--- config.mk ---
export PLATFORM = sky130hd
export DESIGN_NAME = l2_arbiter
export DESIGN_NICKNAME = d
export VERILOG_FILES = /design/src/rtl/l2_arbiter.sv
export SDC_FILE = /design/constraint.sdc
export NUM_CORES = 1
export LEC_CHECK = 0
export ABC_AREA = 0
export CORE_AREA = 2 2 269 271
export DETAILED_ROUTE_END_ITERATION = 7
export DIE_AREA = 0 0 271 273
export GPL_TIMING_DRIVEN = 0
export PLACE_DENSITY = 0.43
export RECOVER_POWER = 50
export SKIP_CTS_REPAIR_TIMING = 1
export SLEW_MARGIN = 5
export SYNTH_ARGS = -nofsm -noshare
export SYNTH_HDL_FRONTEND = slang
export SYNTH_SLANG_ARGS = --single-unit
--- constraint.sdc ---
create_clock -name clk -period 1.9 [get_ports clk]
set_input_delay 0.38 -clock clk [delete_from_list [all_inputs] [get_ports clk]]
set_output_delay 0.38 -clock clk [all_outputs]
set_load 0.01 [all_outputs]
--- src/rtl/l2_arbiter.sv ---
// Shares the single L2 request port between the L1 I-cache and D-cache.
// One line transaction at a time. Priority alternates round-robin when both L1s miss together.
module l2_arbiter #(
  parameter int unsigned ADDR_WIDTH = 16,
  parameter int unsigned LINE_WIDTH = 128
) (
  input  logic                  clk,
  input  logic                  reset,

  input  logic                  i_mem_read,
  input  logic [ADDR_WIDTH-1:0] i_mem_address,
  output logic                  i_mem_resp,
  output logic [LINE_WIDTH-1:0] i_mem_rdata,

  input  logic                  d_mem_read,
  input  logic                  d_mem_write,
  input  logic [ADDR_WIDTH-1:0] d_mem_address,
  input  logic [LINE_WIDTH-1:0] d_mem_wdata,
  output logic                  d_mem_resp,
  output logic [LINE_WIDTH-1:0] d_mem_rdata,

  output logic                  l2_mem_read,
  output logic                  l2_mem_write,
  output logic [ADDR_WIDTH-1:0] l2_mem_address,
  output logic [LINE_WIDTH-1:0] l2_mem_wdata,
  input  logic                  l2_mem_resp,
  input  logic [LINE_WIDTH-1:0] l2_mem_rdata
);

  typedef enum logic [0:0] {StIdle, StBusy} state_e;
  typedef enum logic [0:0] {ReqI, ReqD} req_e;

  state_e                state_q, state_d;
  req_e                  owner_q, owner_d;
  req_e                  last_q, last_d;
  req_e                  done_id_q, done_id_d;
  req_e                  winner;
  logic                  op_rd_q, op_rd_d;
  logic                  op_wr_q, op_wr_d;
  logic                  just_done_q, just_done_d;
  logic [ADDR_WIDTH-1:0] addr_q, addr_d;
  logic [LINE_WIDTH-1:0] wdata_q, wdata_d;
  logic                  i_elig, d_elig;

  // The requester that just finished is ignored for one cycle, in case it drops its request late.
  assign i_elig = i_mem_read & ~(just_done_q & (done_id_q == ReqI));
  assign d_elig = (d_mem_read | d_mem_write) & ~(just_done_q & (done_id_q == ReqD));

  always_comb begin
    state_d     = state_q;
    owner_d     = owner_q;
    last_d      = last_q;
    done_id_d   = done_id_q;
    op_rd_d     = op_rd_q;
    op_wr_d     = op_wr_q;
    just_done_d = just_done_q;
    addr_d      = addr_q;
    wdata_d     = wdata_q;
    winner      = ReqI;
    i_mem_resp  = 1'b0;
    d_mem_resp  = 1'b0;

    unique case (state_q)
      StIdle: begin
        just_done_d = 1'b0;
        if (i_elig || d_elig) begin
          if (i_elig && d_elig) begin
            winner = (last_q == ReqI) ? ReqD : ReqI;
          end else begin
            winner = d_elig ? ReqD : ReqI;
          end
          state_d = StBusy;
          owner_d = winner;
          last_d  = winner;
          wdata_d = d_mem_wdata;
          if (winner == ReqI) begin
            addr_d  = i_mem_address;
            op_rd_d = 1'b1;
            op_wr_d = 1'b0;
          end else begin
            // A writeback takes precedence if D raises read and write together.
            addr_d  = d_mem_address;
            op_rd_d = ~d_mem_write;
            op_wr_d = d_mem_write;
          end
        end
      end
      StBusy: begin
        if (l2_mem_resp) begin
          i_mem_resp  = (owner_q == ReqI);
          d_mem_resp  = (owner_q == ReqD);
          state_d     = StIdle;
          just_done_d = 1'b1;
          done_id_d   = owner_q;
        end
      end
      default: state_d = StIdle;
    endcase
  end

  always_ff @(posedge clk) begin
    if (reset) begin
      state_q     <= StIdle;
      owner_q     <= ReqI;
      last_q      <= ReqI;
      done_id_q   <= ReqI;
      op_rd_q     <= 1'b0;
      op_wr_q     <= 1'b0;
      just_done_q <= 1'b0;
      addr_q      <= '0;
      wdata_q     <= '0;
    end else begin
      state_q     <= state_d;
      owner_q     <= owner_d;
      last_q      <= last_d;
      done_id_q   <= done_id_d;
      op_rd_q     <= op_rd_d;
      op_wr_q     <= op_wr_d;
      just_done_q <= just_done_d;
      addr_q      <= addr_d;
      wdata_q     <= wdata_d;
    end
  end

  assign l2_mem_read    = (state_q == StBusy) & op_rd_q;
  assign l2_mem_write   = (state_q == StBusy) & op_wr_q;
  assign l2_mem_address = addr_q;
  assign l2_mem_wdata   = wdata_q;

  assign i_mem_rdata = l2_mem_rdata;
  assign d_mem_rdata = l2_mem_rdata;

endmodule

Yosys cells after proc, flatten, opt, wreduce, memory -nomap -nowiden
Index checks and enable logic that the tools add are counted.
{"block": "op_classes", "eq_ne": 1, "muxes": 17, "bitwise_logic": 13, "reduce_logical": 4}
{"op": "$mux 16", "count": 1}
{"op": "$mux 1", "count": 14}
{"op": "$and 1x1->1", "count": 6}
{"op": "$not 1->1", "count": 6}
{"op": "$pmux 1 s2", "count": 2}
{"op": "$reduce_and 2->1", "count": 2}
{"op": "$ne 2x2->1 const B", "count": 1}
{"op": "$logic_and 1x1->1", "count": 1}
{"op": "$logic_or 1x1->1", "count": 1}
{"op": "$or 1x1->1", "count": 1}
{"block": "totals", "reg_bits": 150, "inputBits": 294, "out_inout_bits": 404, "word_cells": 43}

Longest topological paths before layout
Gate-level depths: netlist of run 1.
{"block": "logic_depth", "depth_word": 9, "mapped_depth": 6, "depth_no_buf": 4}

Worst setup path after synthesis of run 1
Ideal clock, no wire load.
{"block": "synth_path", "path_type": "input -> register", "startpoint": "input port d_mem_write", "endpoint": "register op_rd_q", "setup_ps": 131, "arrival_ps": 1501, "t_required_ps": 1769, "slack_ps": 268, "path_stages": 6, "n_path_buf": 2, "path_cell_list": "or4b_4 -> and4_4 -> buf_6 -> buf_4 -> nor2_2 -> nor3b_2"}
{"block": "synth_via", "elab_chain_len": 7, "elab_cells_between_ends": 11, "classes_between": "5 x mux; 3 x bitwise; 3 x reduce/logical"}
{"item": "start, declared", "line": "16", "rtl": "input logic d_mem_write,"}
{"item": "$or 1x1->1", "line": "47", "rtl": "assign d_elig = (d_mem_read | d_mem_write) & ~(just_done_q & (done_id_q == ReqD));"}
{"item": "$and 1x1->1", "line": "47"}
{"item": "$mux 1 / $logic_and 1x1->1 (equally long branches)", "line": "70, 67"}
{"item": "$mux 1", "line": "67", "rtl": "if (i_elig && d_elig) begin"}
{"item": "$mux 1", "line": "66", "rtl": "if (i_elig || d_elig) begin"}
{"item": "$mux 1", "line": "63", "rtl": "unique case (state_q)"}
{"item": "$mux 1", "line": "76", "rtl": "if (winner == ReqI) begin"}
{"item": "end signal, assigned", "line": "117", "rtl": "op_rd_q <= op_rd_d;"}
{"item": "end, declared", "line": "38", "rtl": "logic op_rd_q, op_rd_d;"}
Parallel ways exist; a longest one is shown, timed or not. The select of a mux whose other input is x is not followed.
A chain may end at the register's enable or synchronous reset.

Worst setup path after layout of run 1
{"block": "layout_path", "startpoint": "input port d_mem_write", "endpoint": "register wdata_q[30] (netlist: l2_mem_wdata[30])"}
{"block": "layout_via", "elab_chain_len": 4}
{"item": "$or 1x1->1", "line": "47"}
{"item": "$and 1x1->1", "line": "47"}
{"item": "$logic_or 1x1->1", "line": "66"}
{"item": "$reduce_and 2->1 (no source line)"}
{"item": "end signal, assigned", "line": "121", "rtl": "wdata_q <= wdata_d;"}
{"item": "end, declared", "line": "42", "rtl": "logic [LINE_WIDTH-1:0] wdata_q, wdata_d;"}
No other way between the ends.

==> results of run 1 <==
[where the power goes]
group	total, mW	internal (mW)	leakage [nW]	switching [mW]
clock network	3.71	2.12	0.297	1.59
registers	3.57	3.42	1.24	0.157
logic	3.04	1.74	4.48	1.30
[registers in the layout (all words and copies together), names as in the netlist]
signal and flops:
l2_mem_address 16, op_rd_q 1, state_q 1, just_done_q 1, l2_mem_wdata 128, done_id_q 1, op_wr_q 1, last_q 1
[critical path: cells and delay by family]
kind	cells	cell delay, ns
simple gates	3	0.90
buf+inv	3	0.85
compound gates	1	0.06
[metal layers]
metal	up-vias	global-route usage	part of all wire
met5	-	0	0.00036
met4	2	0.0371	0.019
met3	30	0.0387	0.089
met2	389	0.171	0.52
met1	3584	0.0986	0.37
li1	3911	-	-
[placed cells by master (no fill, tap or decap), drive strengths merged]
master	count
inv	6
nor3	1
a21oi	148
bufinv	3
nand2	277
clkdlybuf4s25	1
a2bb2oi	1
or4b	1
o21a	1
clkinvlp	2
and2	2
a211oi	16
clkbuf	47
clkdlybuf4s50	299
nor3b	1
o21ai	1
nor2	20
nand3b	1
clkinv	3
buf	290
and4	1
nand3	1
dlymetal6s2s	1
nand4	1
dfxtp	150
dlygate4sd3	257
nand2b	1
and3	1
or3	1
[kinds of logic (layout without fill, tap and decap cells)]
| kind of cell | after synthesis | count (layout) |
|---|---|---|
| buffers and inverters | 309 | 909 |
| AND/OR/NAND/NOR | 309 | 309 |
| flip-flops | 150 | 150 |
| AO/OA/AOI/OAI | 167 | 167 |
[per-stage QoR]
step / util / setup TNS (ns) / hold slack [ns] / cell area, um2
floorplan: - / 0 / 0.432 / 7530
global placement: 0.203 / -96.84 / 0.443 / 14400
detailed placement: 0.203 / -66.39 / 0.447 / 14400
CTS: 0.212 / -3.74 / 0.384 / 15000
global route: 0.212 / -0.0668 / 0.425 / 15000
finish: 0.212 / -0.000670 / 0.454 / 15000
[worst max-delay path by stage]
stage                      from                 to  slack, ns  cells after the start
finish              d_mem_write   l2_mem_wdata[30]    -0.0007                      7
global route          done_id_q   l2_mem_wdata[33]      -0.02                      6
CTS                      last_q  l2_mem_address[8]      -0.36                      5
detailed placement   i_mem_read  l2_mem_address[8]      -0.88                      6
global placement          reset   l2_mem_wdata[32]      -0.97                      4
floorplan           d_mem_write            op_rd_q       0.27                      6
[layout make-up]
cell class	instances	area [um2]	area share
clock buffers	19	443	0.0295
clock inverters	13	170	0.0113
plain buffers	308	2340	0.156
well taps	950	1190	0.0791
inverters	1	3.75	0.000250
flip-flops and latches	150	3010	0.200
repair buffers	568	5630	0.374
multi-input cells	476	2250	0.150
==> metrics.txt, run 1 <==
Worst Hold Class reg2reg; Die Y around 270 um; vias per cell 3.19; final wirelength approximately 36 mm; Post-synth top cells buf_4, nand2_1, dfxtp_1, a21oi_1; status finished, violations left; Crit path largest cell delay 0.56 ns; CP max-delay cell or4b_4; Hold Path Stages 2; f_max 526 MHz; DRT Pass-1 Iters 4; via count between 7000 and 8000; multiplexer share of the synthesized area 0; clk buf depth 2; yosys warns 0; port bufs 568; worst ir drop on vdd roughly 0.46 mV; Synth Register Bits 150; die width 271 um; clock latency on the worst-skew pair 0.47 ns; Worst Tran Pin Value around 0.88 ns; antenna-violating nets left 0; H-tree levels 4; layout cell share with drive strength beyond 1 0.244; die area 0.0740 mm2; Initial Util 0.106; 1st-iter DRT viols ~170; Core Area a little over 0.07 mm2; power per cell area 687 mW/mm2; distinct cell type count after synthesis 29; post-route setup slack -0.000670 ns; Worst slew margin 0.415; Area Overhead vs Synth 99.4%; Global Route Usage Sum 0.0952; Final period util 1.00; simple-gate area share of the yosys netlist 0.168; pin count of the biggest net entering global routing 17; ys async rst share 0; CTS Sinks 150; Worst Hold Launch l2_mem_wdata[44]; cell count after synthesis a little over 900; Cell Chain, Critical Path clkdlybuf4s50_1 > or4b_4 > and4_4 > buf_12 > buf_4 > nand2_2 > a21oi_2; worst reg2reg setup slack 0.04 ns; Final #Nets 1816; R2R Path End l2_mem_wdata[30]; CP endpoint kind flop; DRC 0; Synth Area per Inst 8.06 um2; Hold Fails Final Rpt 0; global-route wire length before repair 51.5 mm; worst reg-to-reg path cell count 6; Place WS -0.881 ns; # fillers 7835; share of the synthesized area in the top cell type 0.399; Max Clock Skew ~0.0097 ns; Synth Area in XOR/XNOR 0; # rows 98; GP Congestion 0.784; antenna cells 0; Final setup viols 1; type of origin of the critical path input port; CTS buffer count 17; wire per inst 14.6 um; leakage 6.02 nW; arrival time worst endpoint 2.22 ns; IO Pins 698; vias in the first global route 8086; EDFF count, synth 0; TritonCTS clock tree built; final std cells w/o fill 2485; Yosys top cell by area dfxtp_1; Worst-path clk slew 0.07 ns; CP required 2.22 ns; crit-path max FO 10; Final min period between 1.5 and 2 ns; top post-synthesis cells by area dfxtp_1, buf_4, nand2_1; failing checks setup timing; synthesized area around 0.0075 mm2; Mapped Nets 1229; Post-Synth Adder-Cell Area 0; placed insts 2453; antenna violations before repair 2; hpwl dp 30.0 mm; most common flop cell mapped by yosys dfxtp_1; Final Slew Violations 0; Clock Tree Root clkbuf_16; Tot Pwr 10.3 mW; MaxCap Viol Count 0; most frequent cell after synthesis buf_4; critical path type in2reg; reg2reg start done_id_q; Congestion Overflow GR 0; largest family of logic cells by synthesized area buffers and inverters; post-synthesis sequential area ratio 0.399; Worst Hold End l2_mem_wdata[44]; compound-gate portion of the synthesized area 0.127
No activity file was read; power rests on OpenSTA's default activity.
==> inputs of run 2 (changes only) <==
- HOLD_SLACK_MARGIN: not set -> 0.12
==> results of run 2 <==
Same layout as run 1: the final DEF is identical, and so are final timing and power.
